<file path="src/rtl/mc_ctrl_fsm_if.sv">
`default_nettype none
// ============================================================================
// Module   : mc_ctrl_fsm_if
// Desc     : Instruction-field / status inputs and datapath control outputs
//            of the multi-cycle control FSM.
// Revision : 1.0 - initial release
// ============================================================================
interface mc_ctrl_fsm_if;
  logic [5:0] OP;
  logic [5:0] Fun;
  logic       zero;
  logic       MIO_ready;

  logic       IRWrite;
  logic       PCWrite;
  logic       PCWriteCond;
  logic       Branch;
  logic       IorD;
  logic       MemRead;
  logic       MemWrite;
  logic       RegWrite;
  logic       ALUSrcA;
  logic       CPU_MIO;
  logic [1:0] MemtoReg;
  logic [1:0] RegDst;
  logic [1:0] ALUSrcB;
  logic [1:0] PCSource;
  logic [2:0] ALU_Control;
  logic [4:0] state_out;

  modport master (
    input  OP, Fun, zero, MIO_ready,
    output IRWrite, PCWrite, PCWriteCond, Branch, IorD, MemRead, MemWrite,
           RegWrite, ALUSrcA, CPU_MIO, MemtoReg, RegDst, ALUSrcB, PCSource,
           ALU_Control, state_out
  );

  modport slave (
    output OP, Fun, zero, MIO_ready,
    input  IRWrite, PCWrite, PCWriteCond, Branch, IorD, MemRead, MemWrite,
           RegWrite, ALUSrcA, CPU_MIO, MemtoReg, RegDst, ALUSrcB, PCSource,
           ALU_Control, state_out
  );
endinterface
`default_nettype wire

</file>
<file path="src/rtl/mc_ctrl_fsm.sv">
`default_nettype none
// ============================================================================
// Module   : mc_ctrl_fsm
// Desc     : Multi-cycle MIPS control FSM. Define MC_CTRL_JAL_EN to add jal.
// Revision : 1.0 - initial release
// ============================================================================
module mc_ctrl_fsm (
  input  logic          clk,
  input  logic          rst,
  mc_ctrl_fsm_if.master bus
);

  typedef enum logic [4:0] {
    S_IF  = 5'd0,
    S_ID  = 5'd1,
    S_MA  = 5'd2,
    S_MRD = 5'd3,
    S_LWB = 5'd4,
    S_MWR = 5'd5,
    S_REX = 5'd6,
    S_RWB = 5'd7,
    S_BEQ = 5'd8,
    S_J   = 5'd9,
    S_IEX = 5'd10,
`ifdef MC_CTRL_JAL_EN
    S_IWB = 5'd11,
    S_JAL = 5'd12
`else
    S_IWB = 5'd11
`endif
  } state_t;

  state_t     r_state;
  state_t     w_next;

  logic       w_irwrite, w_pcwrite, w_pcwritecond, w_branch, w_iord;
  logic       w_memread, w_memwrite, w_regwrite, w_alusrca, w_cpu_mio;
  logic [1:0] w_memtoreg, w_regdst, w_alusrcb, w_pcsource;
  logic [2:0] w_alu_control;

  // The branch condition itself is resolved in the datapath from zero/Branch.
  logic       w_unused;
  assign w_unused = bus.zero;

  always_ff @(posedge clk) begin
    if (rst) r_state <= S_IF;
    else     r_state <= w_next;
  end

  always_comb begin
    w_next        = S_IF;
    w_irwrite     = 1'b0;
    w_pcwrite     = 1'b0;
    w_pcwritecond = 1'b0;
    w_branch      = 1'b0;
    w_iord        = 1'b0;
    w_memread     = 1'b0;
    w_memwrite    = 1'b0;
    w_regwrite    = 1'b0;
    w_alusrca     = 1'b0;
    w_cpu_mio     = 1'b0;
    w_memtoreg    = 2'b00;
    w_regdst      = 2'b00;
    w_alusrcb     = 2'b00;
    w_pcsource    = 2'b00;
    w_alu_control = 3'b000;
    case (r_state)
      S_IF: begin
        w_memread     = 1'b1;
        w_cpu_mio     = 1'b1;
        w_alusrcb     = 2'b01;
        w_alu_control = 3'b010;
        w_irwrite     = bus.MIO_ready;
        w_pcwrite     = bus.MIO_ready;
        w_next        = bus.MIO_ready ? S_ID : S_IF;
      end
      S_ID: begin
        w_alusrcb     = 2'b11;
        w_alu_control = 3'b010;
        case (bus.OP)
          6'h00:                      w_next = S_REX;
          6'h23, 6'h2B:               w_next = S_MA;
          6'h04, 6'h05:               w_next = S_BEQ;
          6'h02:                      w_next = S_J;
          6'h08, 6'h0C, 6'h0D, 6'h0A: w_next = S_IEX;
`ifdef MC_CTRL_JAL_EN
          6'h03:                      w_next = S_JAL;
`endif
          default:                    w_next = S_IF;
        endcase
      end
      S_MA: begin
        w_alusrca     = 1'b1;
        w_alusrcb     = 2'b10;
        w_alu_control = 3'b010;
        w_next        = (bus.OP == 6'h23) ? S_MRD : S_MWR;
      end
      S_MRD: begin
        w_memread = 1'b1;
        w_iord    = 1'b1;
        w_cpu_mio = 1'b1;
        w_next    = bus.MIO_ready ? S_LWB : S_MRD;
      end
      S_LWB: begin
        w_regwrite = 1'b1;
        w_memtoreg = 2'b01;
      end
      S_MWR: begin
        w_memwrite = 1'b1;
        w_iord     = 1'b1;
        w_cpu_mio  = 1'b1;
        w_next     = bus.MIO_ready ? S_IF : S_MWR;
      end
      S_REX: begin
        w_alusrca = 1'b1;
        w_next    = S_RWB;
        case (bus.Fun)
          6'h22:   w_alu_control = 3'b110;
          6'h24:   w_alu_control = 3'b000;
          6'h25:   w_alu_control = 3'b001;
          6'h26:   w_alu_control = 3'b011;
          6'h27:   w_alu_control = 3'b100;
          6'h02:   w_alu_control = 3'b101;
          6'h2A:   w_alu_control = 3'b111;
          default: w_alu_control = 3'b010;
        endcase
      end
      S_RWB: begin
        w_regwrite = 1'b1;
        w_regdst   = 2'b01;
      end
      S_BEQ: begin
        w_alusrca     = 1'b1;
        w_alu_control = 3'b110;
        w_pcwritecond = 1'b1;
        w_pcsource    = 2'b01;
        w_branch      = (bus.OP == 6'h04);
      end
      S_J: begin
        w_pcwrite  = 1'b1;
        w_pcsource = 2'b10;
      end
      S_IEX: begin
        w_alusrca = 1'b1;
        w_alusrcb = 2'b10;
        w_next    = S_IWB;
        case (bus.OP)
          6'h0C:   w_alu_control = 3'b000;
          6'h0D:   w_alu_control = 3'b001;
          6'h0A:   w_alu_control = 3'b111;
          default: w_alu_control = 3'b010;
        endcase
      end
      S_IWB: begin
        w_regwrite = 1'b1;
      end
`ifdef MC_CTRL_JAL_EN
      S_JAL: begin
        w_pcwrite  = 1'b1;
        w_pcsource = 2'b10;
        w_regwrite = 1'b1;
        w_regdst   = 2'b10;
        w_memtoreg = 2'b10;
      end
`endif
      default: w_next = S_IF;
    endcase
  end

  // Reset forces every strobe low so an in-flight memory access is dropped.
  assign bus.IRWrite     = w_irwrite     & ~rst;
  assign bus.PCWrite     = w_pcwrite     & ~rst;
  assign bus.PCWriteCond = w_pcwritecond & ~rst;
  assign bus.Branch      = w_branch      & ~rst;
  assign bus.IorD        = w_iord        & ~rst;
  assign bus.MemRead     = w_memread     & ~rst;
  assign bus.MemWrite    = w_memwrite    & ~rst;
  assign bus.RegWrite    = w_regwrite    & ~rst;
  assign bus.ALUSrcA     = w_alusrca     & ~rst;
  assign bus.CPU_MIO     = w_cpu_mio     & ~rst;
  assign bus.MemtoReg    = rst ? 2'b00  : w_memtoreg;
  assign bus.RegDst      = rst ? 2'b00  : w_regdst;
  assign bus.ALUSrcB     = rst ? 2'b00  : w_alusrcb;
  assign bus.PCSource    = rst ? 2'b00  : w_pcsource;
  assign bus.ALU_Control = rst ? 3'b000 : w_alu_control;
  assign bus.state_out   = r_state;

endmodule
`default_nettype wire
</file>
<file path="src/flat_wrapper.sv">
// flat-port wrapper written by rule: the top's interface ports become plain ports
module mc_ctrl_fsm_flat 
  (clk, rst, bus_OP, bus_Fun, bus_zero, bus_MIO_ready, bus_IRWrite, bus_PCWrite, bus_PCWriteCond, bus_Branch, bus_IorD, bus_MemRead, bus_MemWrite, bus_RegWrite, bus_ALUSrcA, bus_CPU_MIO, bus_MemtoReg, bus_RegDst, bus_ALUSrcB, bus_PCSource, bus_ALU_Control, bus_state_out);
  mc_ctrl_fsm_if bus_i ();
  input  logic clk;
  input  logic rst;
  input wire logic [$bits(bus_i.OP)-1:0] bus_OP;
  input wire logic [$bits(bus_i.Fun)-1:0] bus_Fun;
  input wire logic [$bits(bus_i.zero)-1:0] bus_zero;
  input wire logic [$bits(bus_i.MIO_ready)-1:0] bus_MIO_ready;
  output wire logic [$bits(bus_i.IRWrite)-1:0] bus_IRWrite;
  output wire logic [$bits(bus_i.PCWrite)-1:0] bus_PCWrite;
  output wire logic [$bits(bus_i.PCWriteCond)-1:0] bus_PCWriteCond;
  output wire logic [$bits(bus_i.Branch)-1:0] bus_Branch;
  output wire logic [$bits(bus_i.IorD)-1:0] bus_IorD;
  output wire logic [$bits(bus_i.MemRead)-1:0] bus_MemRead;
  output wire logic [$bits(bus_i.MemWrite)-1:0] bus_MemWrite;
  output wire logic [$bits(bus_i.RegWrite)-1:0] bus_RegWrite;
  output wire logic [$bits(bus_i.ALUSrcA)-1:0] bus_ALUSrcA;
  output wire logic [$bits(bus_i.CPU_MIO)-1:0] bus_CPU_MIO;
  output wire logic [$bits(bus_i.MemtoReg)-1:0] bus_MemtoReg;
  output wire logic [$bits(bus_i.RegDst)-1:0] bus_RegDst;
  output wire logic [$bits(bus_i.ALUSrcB)-1:0] bus_ALUSrcB;
  output wire logic [$bits(bus_i.PCSource)-1:0] bus_PCSource;
  output wire logic [$bits(bus_i.ALU_Control)-1:0] bus_ALU_Control;
  output wire logic [$bits(bus_i.state_out)-1:0] bus_state_out;
  assign bus_i.OP = bus_OP;
  assign bus_i.Fun = bus_Fun;
  assign bus_i.zero = bus_zero;
  assign bus_i.MIO_ready = bus_MIO_ready;
  assign bus_IRWrite = bus_i.IRWrite;
  assign bus_PCWrite = bus_i.PCWrite;
  assign bus_PCWriteCond = bus_i.PCWriteCond;
  assign bus_Branch = bus_i.Branch;
  assign bus_IorD = bus_i.IorD;
  assign bus_MemRead = bus_i.MemRead;
  assign bus_MemWrite = bus_i.MemWrite;
  assign bus_RegWrite = bus_i.RegWrite;
  assign bus_ALUSrcA = bus_i.ALUSrcA;
  assign bus_CPU_MIO = bus_i.CPU_MIO;
  assign bus_MemtoReg = bus_i.MemtoReg;
  assign bus_RegDst = bus_i.RegDst;
  assign bus_ALUSrcB = bus_i.ALUSrcB;
  assign bus_PCSource = bus_i.PCSource;
  assign bus_ALU_Control = bus_i.ALU_Control;
  assign bus_state_out = bus_i.state_out;
  mc_ctrl_fsm u_core (.clk(clk), .rst(rst), .bus(bus_i));
endmodule
</file>
<file path="config.mk">
export PLATFORM = sky130hd
export DESIGN_NAME = mc_ctrl_fsm_flat
export DESIGN_NICKNAME = d
export VERILOG_FILES = /design/src/rtl/mc_ctrl_fsm_if.sv /design/src/rtl/mc_ctrl_fsm.sv /design/src/flat_wrapper.sv
export SDC_FILE = /design/constraint.sdc
export NUM_CORES = 1
export LEC_CHECK = 0
export BUFFER_PORTS_ARGS = -buffer_cell sky130_fd_sc_hd__buf_2
export CAP_MARGIN = 30
export CORE_MARGIN = 8
export CORE_UTILIZATION = 40
export CTS_CLUSTER_SIZE = 8
export DETAILED_ROUTE_END_ITERATION = 16
export PLACE_DENSITY_LB_ADDON = 0.05
export RECOVER_POWER = 25
export SYNTH_ARGS = -nofsm -noshare
export SYNTH_HDL_FRONTEND = slang
export SYNTH_SLANG_ARGS = --single-unit
</file>
<file path="constraint.sdc">
create_clock -name clk -period 1.4 [get_ports clk]
set_clock_uncertainty 0.05 [all_clocks]
set_input_delay 0.14 -clock clk [delete_from_list [all_inputs] [get_ports clk]]
set_output_delay 0.14 -clock clk [all_outputs]
set_load 0.01 [all_outputs]
</file>
---- After elaboration in Yosys (flattened, before gate mapping) ----
Index checks and enable logic that the tools add are counted.
storage, ports and cells
  output and inout bits ................... 26
  word-level logic and storage cells ...... 79
  bits in registers ....................... 5
  input bits .............................. 16
cells by class
  eq/ne operators ......................... 27
  bitwise gates (word level) .............. 11
  multiplexer cells ....................... 28
  reduce and logical (&&, ||, !) cells .... 12
operators with widths
  cell                                                             count
  6-bit == test, second input constant                             8
  5-bit one-hot mux with 7 select lines                            1
  6-bit by 4-bit == test with 1-bit output, second input constant  4
  3-bit one-hot mux with 7 select lines                            1
  5-bit by 3-bit == test with 1-bit output, second input constant  4
  5-bit by 4-bit == test with 1-bit output, second input constant  4
  4-bit one-hot mux with 5 select lines                            1
  1-bit two-way mux                                                14
  6-bit by 2-bit == test with 1-bit output, second input constant  2
  6-bit by 3-bit == test with 1-bit output, second input constant  2
  3-bit two-way mux                                                4
  3-bit one-hot mux with 4 select lines                            1
  1-bit AND                                                        10
  5-bit by 2-bit == test with 1-bit output, second input constant  2
  2-bit OR reduction                                               5
  3-bit one-hot mux with 3 select lines                            1
  3-bit OR reduction                                               3
  4-bit OR reduction                                               2
  6-bit zero test                                                  1
  2-bit one-hot mux with 3 select lines                            1
  5-bit by 1-bit == test with 1-bit output, second input constant  1
  5-bit zero test                                                  1
  2-bit two-way mux                                                2
  2-bit one-hot mux with 2 select lines                            1
  2 further kinds                                                  2

---- Depth between registers and ports, before layout ----
Gate-level depths: netlist (run 1).
  word-level depth ........................ 4
  mapped depth ............................ 5
  gate-level depth less buffers ........... 4

---- Worst setup path after synthesis (run 1) ----
Ideal clock, no wire load.
  kind .................................... reg2out
  from .................................... register u_core.r_state[2], in the netlist u_core.bus.state_out[2]
  to ...................................... output port bus_CPU_MIO
  arrival time ............................ 1402 ps
  setup slack ............................. -192 ps
  cell stages (with the launch flop) ...... 4
  buffers on the path ..................... 0
  required time ........................... 1210 ps
  path through ............................ dfxtp_1 -> or2_2 -> and2_1 -> a2111oi_1
on the way
  longest elaborated chain between the ends .. 4
  elaborated cells between the ends (all ways) .. 6
  those cells by class .................... eq/ne (2); mux (1); bitwise (1); reduce/logical (2)
RTL lines
  item                                                                    line                source
  start: declaration                                                      mc_ctrl_fsm.sv:33   state_t r_state;
  start signal: assignment                                                mc_ctrl_fsm.sv:47   else r_state <= w_next;
  5-bit by 2-bit == test with 1-bit output, or another cell as far along  mc_ctrl_fsm.sv:67   case (r_state)
  3-bit OR reduction (no source line) (*)                                 n/a
  1-bit two-way mux (*)                                                   mc_ctrl_fsm.sv:67
  1-bit AND (*)                                                           mc_ctrl_fsm.sv:180  assign bus.CPU_MIO = w_cpu_mio & ~rst;
  end: declaration                                                        flat_wrapper.sv:20  output wire logic [$bits(bus_i.CPU_MIO)-1:0] bus_CPU_MIO;
Every way passes the cells marked *; elsewhere a longest branch is shown, timed or not.

---- Final worst setup path (run 1) ----
  from .................................... register u_core.r_state[1], in the netlist u_core.bus.state_out[1]
  to ...................................... output port bus_CPU_MIO
Same word-level chain as after synthesis.

==> results of run 1 <==
-- routing by layer --
layer  vias up  share of wire, %  GRT usage, %
met1       602                42          21.4
met2        68                50          30.5
met3        10               5.8          2.58
li1        579                 -             -
met5         -                 0             0
met4         0               2.0          8.16
-- synthesized netlist by cell type, types with 3 or more instances --
library cell	count	area, sq um
o21bai_1	4	30.0
nor3_1	9	45.0
a21oi_1	8	40.0
nand3_1	3	15.0
inv_1	3	11.3
nand2_1	3	11.3
nor2_1	9	33.8
nor2b_1	7	43.8
nand2b_1	7	43.8
o31ai_1	3	22.5
buf_4	5	37.5
nor4_1	5	31.3
buf_2	3	15.0
dfxtp_1	4	80.1
-- through the flow --
| stage | power (mW) | hold slack (ns) | TNS, ns |
|---|---|---|---|
| 2_1_floorplan | 0.236 | 0.265 | -0.0683 |
| 3_3_place_gp | 0.341 | 0.434 | -0.423 |
| 3_5_place_dp | 0.345 | 0.440 | -0.352 |
| 4_1_cts | 0.519 | 0.186 | -2.81 |
| 5_1_grt | 0.589 | 0.254 | -4.73 |
| 6_report | 0.559 | 0.237 | -3.60 |
-- final cells by class --
type	count	area, sq um
inverters	3	11.3
well taps	27	33.8
flip-flops and latches	4	95.1
multi-input cells	97	852
clock buffers	3	22.5
fillers	108	264
repair buffers	82	603
-- worst max-delay path: stages (launching register included) --
cell and delay [ns]:
dfxtp_4 0.38, or2_4 0.26, and2_4 0.17, a2111oi_4 0.30, buf_2 0.18
-- cell families after synthesis --
family	after synthesis	share of synthesized area (%)
AOI/OAI and AO/OA	34	32.6
xor gates and xnor gates	1	1.14
buffers and inverters	14	9.77
DFF	4	10.4
muxes	1	1.30
other	1	0.488
and+or+nand+nor	58	44.3
-- timing repair --
action	4_1_cts	5_1_grt
buffers inserted	11	8
setup endpoints to repair	21	23
pin swaps	17	10
gates resized for setup	37	22
-- path summary, 6_finish.rpt --
kind | startpoint | endpoint | depth (start not counted)
setup / recovery | u_core.bus.state_out[1] | bus_CPU_MIO | 4
hold / removal | bus_OP[4] | u_core.bus.state_out[1] | 4
setup reg to reg | u_core.bus.state_out[2] | u_core.bus.state_out[2] | 5
hold reg to reg | u_core.bus.state_out[3] | u_core.bus.state_out[3] | 5
-- power by group through the flow --
stage          logic [mW]  registers (mW)  clock network (mW)
2_1_floorplan       0.112           0.124                   0
3_5_place_dp        0.218           0.127                   0
5_1_grt             0.313           0.120               0.156
6_report            0.296           0.119               0.143
4_1_cts             0.252           0.118               0.149
3_3_place_gp        0.214           0.126                   0
==> flow_summary.ini, run 1 <==
[die]
die_width_um = 59.8
initial_core_util_pct = 40.8
die_area_sq_um = 3580
rows = 16
die_y_um = 59.8
num_io_pins = 42
core_sq_um = 1880

[drt]
wl_mm = 4.05
vias = 1259
first_pass_iters = 4
antenna_left = 0
drtIter0Drc = 83
wl_per_cell_um = 18.7
post-route-drc-count = 0
viasPerCell = 5.83

[global_route]
grt_pass1_wl_mm = 5.09
grt_use_total_pct = 17.9
grt_max_degree = 13
antenna_found_initial = 0
grt_overflow_total = 0
grt_pass1_vias = 1161

[clock_tree]
ctsHoldBuffers = 0
clockBufferDepth = 2
clk_pin_slew_ns = 0.04
cts-buffers-inserted = 3
clock-sinks = 4
h-tree-depth = 1
cts_tree = built
cts_root_buffer = clkbuf_4
insertion_delay_ns = 0.24

[timing]
rsz0062_at_grt = true
setup_viol = 21
hold_viol_final = 0
period_share_pct = 123
worst_slack_ns = -0.318
maxSlewViolCount = 0
fmax_ghz = 0.582
min_period_ns = 1.72

[power_and_ir_drop]
power_density_nw_per_um2 = 346
combPwrFrac_pct = 53.0
seqPwrFrac_pct = 21.3
p_clk_share_pct = 25.6
ir_worst_vdd_uv = 304
p_switching_uw = 205
leakagePower_nw = 0.754
internal_power_uw = 355
swShare_pct = 36.6

[synthesis]
synth_edf_count = 0
postSynthAreaPerCell_sq_um = 6.80
yosys_warnings = 0
synthArstFlopShare_pct = 0
dominantRegCellSynth = dfxtp_1
netlist_area_sq_um = 768
ys_seq_elements = 4
netlist-cell-type-count = 45
synthesis.instances = 113
yosysSeqAreaShare_pct = 10.4

[cells_and_area]
largest_reg_flops = 4
final_area_sq_um = 1620
layout.nets = 207
final_cell_mix = buf_2, buf_4, buf_6
final_common_cell = buf_2
diodes = 0
finish.utilization_pct = 86.0
drive_gt1_share_pct = 63.5
stdcell_count = 216
syn_to_final_growth_pct = 111

[placement]
numPortBuffers = 37
post-dp-hpwl_mm = 2.32
globalplace.congestion = 0.843
preCtsSetupSlack_ns = -0.0887
dp.cells = 196
placed_area_sq_um = 1200

[worst_hold_path]
hp-class = in2reg

[worst_setup_path]
critical_path_peak_fanout = 7
cp-start-kind = register
critPathArrivalTime_ns = 1.53
ff2ff_setup_slack_ns = -0.23
setup.worst_path.class = reg2out
cp.required_ns = 1.21
endpoint_kind = output port

[flow_run]
drv_cap = 0

[outcome]
violations = negative setup slack
status = finished with violations
(Power assumes the default switching activity.)
==> run 2: changes to the inputs <==
--- a/config.mk
+++ b/config.mk
@@ -7,7 +7,6 @@
 export LEC_CHECK = 0
 export BUFFER_PORTS_ARGS = -buffer_cell sky130_fd_sc_hd__buf_2
 export CAP_MARGIN = 30
-export CORE_MARGIN = 8
 export CORE_UTILIZATION = 40
 export CTS_CLUSTER_SIZE = 8
 export DETAILED_ROUTE_END_ITERATION = 16
==> run 2 against run 1 <==
The run now fails in global routing (5_1_grt). Synthesized area did not move. Synthesized cell count stayed put.
==> flow_summary.ini, run 2 <==
[synthesis]
postSynthAreaPerCell_sq_um = 6.80
synth_xor_area_share_pct = 1.14
synthTopCellsByArea = dfxtp_1, nor3_1, nand2b_1, nor2b_1, a21oi_1
synth_top_area_share_pct = 10.4
yosys_warnings = 0
synth_edf_count = 0
ys_seq_elements = 4
synth_compound_area_share_pct = 32.6
synth_top_family_by_area = simple AND/OR/NAND/NOR gates
synthArstFlopShare_pct = 0
synth.mux.area_fraction_pct = 1.30
dominantRegCellSynth = dfxtp_1
yosysSeqAreaShare_pct = 10.4
netlist-cell-type-count = 45
synthesis.instances = 113
synth_fa_ha_area_share_pct = 0
synthSimpleGateAreaFrac_pct = 44.3
yosysTopAreaCell = dfxtp_1
yosys-top-cells-count = nor2_1, nor3_1, a21oi_1
netlist_area_sq_um = 768

[placement]
numPortBuffers = 37
globalplace.congestion = 0.861
preCtsSetupSlack_ns = -0.102
post-dp-hpwl_mm = 2.11
placed_area_sq_um = 1220

[die]
initial_core_util_pct = 43.5
die_width_um = 45.8
die_y_um = 45.8
rows = 15
num_io_pins = 42

[clock_tree]
clock-sinks = 4
ctsHoldBuffers = 0
cts-buffers-inserted = 3
cts_root_buffer = clkbuf_4
clockBufferDepth = 2
h-tree-depth = 1

[global_route]
grt_overflow_total = 20
grt_max_degree = 13
grt_use_total_pct = 72.6

[timing]
crit_endpoint = bus_ALU_Control[0]
worstEndpointType = primary output

[outcome]
lastStage = global routing (5_1_grt)
status = aborted with a tool error
error = [ERROR GRT-0232] Routing congestion too high. Check the congestion heatmap in the GUI.
run 2: per-layer routing:
layer  GRT usage [%]  overflow
met5               0         0
met4            91.2        16
met3            57.1         0
met2            89.4         4
met1            66.5         0
run 2: stage by stage:
stage / cells / setup TNS [ns]
CTS: 210 / -3.15
global placement: 197 / -0.465
detailed placement: 197 / -0.639
floorplan: 115 / -0.0683
run 2: cell families after synthesis:
| kind of cell | count (synthesis) |
|---|---|
| AOI/OAI and AO/OA | 34 |
| xor gates and xnor gates | 1 |
| buffers and inverters | 14 |
| DFF | 4 |
| muxes | 1 |
| other | 1 |
| and+or+nand+nor | 58 |
run 2: timing repair:
| item | in CTS |
|---|---|
| pin swaps | 17 |
| gates resized for setup | 40 |
| gates cloned | 0 |
| buffers inserted | 11 |
| endpoints found under the setup margin | 22 |
==> run 3: changes to the inputs <==
--- a/config.mk
+++ b/config.mk
@@ -7,10 +7,10 @@
 export LEC_CHECK = 0
 export BUFFER_PORTS_ARGS = -buffer_cell sky130_fd_sc_hd__buf_2
 export CAP_MARGIN = 30
-export CORE_UTILIZATION = 40
-export CTS_CLUSTER_SIZE = 8
+export CORE_AREA = 2 2 63 65
 export DETAILED_ROUTE_END_ITERATION = 16
-export PLACE_DENSITY_LB_ADDON = 0.05
+export DIE_AREA = 0 0 65 67
+export PLACE_DENSITY_LB_ADDON = 0.15
 export RECOVER_POWER = 25
 export SYNTH_ARGS = -nofsm -noshare
 export SYNTH_HDL_FRONTEND = slang
==> constraint.sdc (replaced) <==
create_clock -name clk -period 1.82 [get_ports clk]
set_clock_uncertainty 0.05 [all_clocks]
set_input_delay 0.182 -clock clk [delete_from_list [all_inputs] [get_ports clk]]
set_output_delay 0.182 -clock clk [all_outputs]
set_load 0.01 [all_outputs]
==> run 3 against run 2 <==
The run now ends clean.
==> flow_summary.ini, run 3 (synthesized netlist as in run 1, its figures left out) <==
[global_route]
grt_pass1_vias = 933
grt_use_total_pct = 12.7
grt_pass1_wl_mm = 4.30
grt_overflow_total = 0
antenna_found_initial = 0
grt_max_degree = 14

[drt]
viasPerCell = 5.13
wl_mm = 2.79
post-route-drc-count = 0
first_pass_iters = 4
wl_met2_mm = 1.40
wl_met3_um = 135
wl_per_cell_um = 13.7
drtIter0Drc = 35
antenna_left = 0
vias = 1046
top_layer_used = met3
met1_length_mm = 1.25

[worst_setup_path]
critPathArrivalTime_ns = 1.50
cpPeakStageDelay_ns = 0.35
rr_endpoint = u_core.bus.state_out[3]
cp-start-kind = register
setup.worst_path.class = reg2out
path_buf_inv = 1
r2r_cells = 5
cpMaxStageDelayCell = dfxtp_2
path_delay_family = simple AND/OR/NAND/NOR gates
ff2ff_setup_slack_ns = 0.39
critical_path_peak_fanout = 7
r2r_start = u_core.bus.state_out[1]
endpoint_kind = output port
cp.required_ns = 1.59
path_cells = nand2b_4 > or2_1 > a211o_1 > a21oi_1 > buf_2

[timing]
rsz0062_at_grt = false
maxSlewViolCount = 0
setup_viol = 0
min_period_ns = 1.74
fmax_ghz = 0.576
period_share_pct = 95.4
hold_viol_final = 0
tns_ns = 0
worst_slack_ns = 0.0840

[clock_tree]
insertion_delay_ns = 0.22
cts_root_buffer = clkbuf_8
clock-sinks = 4
clockBufferDepth = 2
cts_setup_buffers = 0
cts-buffers-inserted = 3
cts_tree = built
clk_pin_slew_ns = 0.03
ctsHoldBuffers = 0
h-tree-depth = 1

[cells_and_area]
syn_to_final_growth_pct = 44.6
largest_reg_flops = 4
final_common_cell = buf_2
drive_gt1_share_pct = 36.5
diodes = 0
final_cell_mix = buf_2, buf_4, nor2_1
layout.nets = 174
fillers = 420

[worst_hold_path]
holdPathStages = 4
min_to = u_core.bus.state_out[1]
hp-class = in2reg
worstHoldStart = bus_OP[4]

[power_and_ir_drop]
leakagePower_nw = 0.515
ir_worst_vdd_uv = 419
power_density_nw_per_um2 = 380

[placement]
globalplace.congestion = 0.854
post-dp-hpwl_mm = 2.21
numPortBuffers = 37
preCtsSetupSlack_ns = 0.113

[die]
core_sq_um = 3610
num_io_pins = 42
die_area_sq_um = 4360
die_y_um = 67
initial_core_util_pct = 21.3
rows = 22
die_width_um = 65

[flow_run]
drv_cap = 0

[outcome]
status = complete, no violations
-- run 3: how the worst max path moves through the flow --
stage | slack, ns | to | depth (start not counted) | startpoint
after global placement | 0.13 | bus_ALU_Control[0] | 5 | u_core.bus.state_out[1]
after CTS | 0.01 | bus_ALU_Control[0] | 5 | u_core.bus.state_out[0]
after global routing | 0.009 | bus_ALU_Control[0] | 5 | u_core.bus.state_out[2]
after detailed placement | 0.11 | bus_ALU_Control[0] | 5 | u_core.bus.state_out[1]
after floorplan | 0.19 | bus_CPU_MIO | 3 | u_core.bus.state_out[2]
final | 0.08 | bus_ALU_Control[0] | 5 | u_core.bus.state_out[0]
-- run 3: layout make-up --
type	count	area [sq um]	area share (%)
multi-input cells	97	641	57.7
clock buffers	3	41.3	3.72
repair buffers	49	269	24.2
flip-flops and latches	4	88.8	8.00
well taps	48	60.1	5.41
inverters	3	11.3	1.01
-- run 3: per-layer routing --
metal	global-route usage, %	vias up
met1	16.0	498
li1	-	518
met5	0	-
met4	2.13	0
met3	2.36	0
met2	22.4	30
-- run 3: worst register-to-register path, delay by kind of cell (launching register included) --
| kind | cells | cell delay (ns) |
|---|---|---|
| flops | 1 | 0.39 |
| buf+inv | 1 | 0.14 |
| compound gates | 3 | 0.51 |
| simple gates | 1 | 0.20 |
-- run 3: stage by stage --
stage                     util, %  instance area (sq um)  power, mW  instances  hold WS [ns]
after detailed placement     29.0                   1050      0.233        201         0.494
after global placement       29.0                   1050      0.231        201         0.502
after floorplan                 -                    776      0.173        115         0.314
after CTS                    30.7                   1110      0.428        204         0.263
final                        30.8                   1110      0.422        204         0.254
after global routing         30.8                   1110      0.445        204         0.304
-- run 3: report_power, final --
group | switching (mW) | internal [mW]
clock | 0.0474 | 0.141
sequential | 0.00457 | 0.0883
combinational | 0.0796 | 0.0608
total | 0.132 | 0.290
-- run 3: repair_timing --
item / 4_1_cts / 5_1_grt
setup endpoints to repair: 8 / 4
pin swaps: 0 / 2
resized for setup: 7 / 3
==> run 4: changes to the inputs <==
==> constraint.sdc (replaced) <==
create_clock -name clk -period 1.82 [get_ports clk]
set_clock_uncertainty 0.05 [all_clocks]
set_input_delay 0.182 -clock clk [delete_from_list [all_inputs] [get_ports clk]]
set_output_delay 0.182 -clock clk [all_outputs]
set_load 0.005 [all_outputs]
==> run 4 against run 3 <==
Clock power barely moved. Power down 1.3%. Largest cell class unchanged. Highest routed layer is now met4. Fmax shrank 0.48%. Sequential share of layout area shrank 0.19 points. Routed wire length decreased by 2.3%. Register-to-register slack worse by 0.07 ns. Core utilization is 0.14 points lower. Critical path type unchanged. Setup slack worse by 0.0083 ns. Design area shrank 0.45%. Combinational power fell by 6%.
==> flow_summary.ini, run 4 (synthesized netlist as in run 1, its figures left out) <==
[die]
num_io_pins = 42
rows = 22
die_width_um = 65
initial_core_util_pct = 21.3
core_sq_um = 3610
die_area_sq_um = 4360
die_y_um = 67

[drt]
drtIter0Drc = 24
viasPerCell = 5.06
wl_met2_mm = 1.37
vias = 1018
met1_length_mm = 1.23
wl_per_cell_um = 13.5
top_layer_used = met4
post-route-drc-count = 0
antenna_left = 0
wl_mm = 2.72
first_pass_iters = 6
wl_met3_um = 108

[worst_setup_path]
critical_path_peak_fanout = 10
cpPeakStageDelay_ns = 0.36
setup.worst_path.class = reg2out
cpMaxStageDelayCell = dfxtp_2
path_cells = buf_6 > a41o_1 > a221o_1 > a21oi_1 > buf_2
endpoint_kind = output port
critPathArrivalTime_ns = 1.51
cp-start-kind = register
path_delay_family = compound AO/OA/AOI/OAI gates
cp.required_ns = 1.59
path_buf_inv = 2

[flow_run]
drv_cap = 0

[timing]
hold_viol_final = 0
period_share_pct = 95.8
worst_slack_ns = 0.0757
rsz0062_at_grt = false
holdWs_ns = 0.277
setup_viol = 0
maxSlewViolCount = 0
tns_ns = 0
fmax_ghz = 0.573
min_period_ns = 1.74

[outcome]
status = complete, no violations

[cells_and_area]
layout.nets = 171
diodes = 0
largest_reg_flops = 4
syn_to_final_growth_pct = 44.0
final_common_cell = buf_2
finish.utilization_pct = 30.7
drive_gt1_share_pct = 37.9
final_cell_mix = buf_2, nor2_1, nor3_1

[clock_tree]
clk_pin_slew_ns = 0.03
cts-buffers-inserted = 3
cts_setup_buffers = 0
cts_tree = built
ctsHoldBuffers = 0
insertion_delay_ns = 0.22
clockBufferDepth = 2
cts_root_buffer = clkbuf_8
clock-sinks = 4
h-tree-depth = 1

[placement]
numPortBuffers = 37
preCtsSetupSlack_ns = 0.116
post-dp-hpwl_mm = 2.15
globalplace.congestion = 0.821

[global_route]
grt_use_total_pct = 11.9
antenna_found_initial = 0
grt_max_degree = 14
grt_pass1_vias = 899
grt_overflow_total = 0
grt_pass1_wl_mm = 4.08

[power_and_ir_drop]
ir_worst_vdd_uv = 233
fin_total_pwr_uw = 416
leakagePower_nw = 0.508
power_density_nw_per_um2 = 376

[worst_hold_path]
hp-class = in2reg
## run 4: cell count changes in the layout (fill, tap and decap cells not counted), sizes merged
cell,before,now
buf,46,44
clkbuf,6,5
## run 4: worst register-to-register path, delay by kind of cell, from the launching register on
kind	cells	cell delay [ns]
DFF	1	0.41
AOI/OAI and AO/OA	2	0.51
buffers and inverters	1	0.19
and+or+nand+nor	2	0.24
## run 4: metrics by stage
| step | instance area (sq um) | instances |
|---|---|---|
| 6_report | 1110 | 201 |
| 4_1_cts | 1080 | 201 |
| 3_3_place_gp | 1020 | 198 |
| 2_1_floorplan | 776 | 115 |
| 5_1_grt | 1110 | 201 |
| 3_5_place_dp | 1020 | 198 |
## run 4: cell type report
| type | instances | area [sq um] |
|---|---|---|
| multi-input cells | 97 | 656 |
| well taps | 48 | 60.1 |
| fillers | 410 | 2500 |
| repair buffers | 46 | 251 |
| clock buffers | 3 | 41.3 |
| inverters | 3 | 11.3 |
| flip-flops and latches | 4 | 86.3 |
## run 4: per-layer routing
layer  GRT usage, %  up-vias
li1               -      505
met3           2.36        2
met1           14.7      485
met5              0        -
met2           20.5       26
met4           4.52        0
## run 4: worst paths after layout
path	start	endpoint	slack [ns]	cells past startpoint
worst min-delay path	bus_OP[4]	u_core.bus.state_out[1]	0.28	4
worst min register to register	u_core.bus.state_out[3]	u_core.bus.state_out[3]	0.63	3
worst max register to register	u_core.bus.state_out[2]	u_core.bus.state_out[2]	0.32	5
worst max-delay path	u_core.bus.state_out[1]	bus_ALU_Control[1]	0.08	5
## run 4: timing repair
item | 4_1_cts | 5_1_grt
endpoints found under the setup margin | 8 | 5
pin swaps | 0 | 1
resized for setup | 5 | 8
## run 4: report_power, final
part           leakage [nW]  internal, mW  switching [mW]
registers            0.0341        0.0904         0.00588
logic                 0.452        0.0587          0.0725
clock network        0.0216         0.141          0.0477
total                 0.508         0.290           0.126
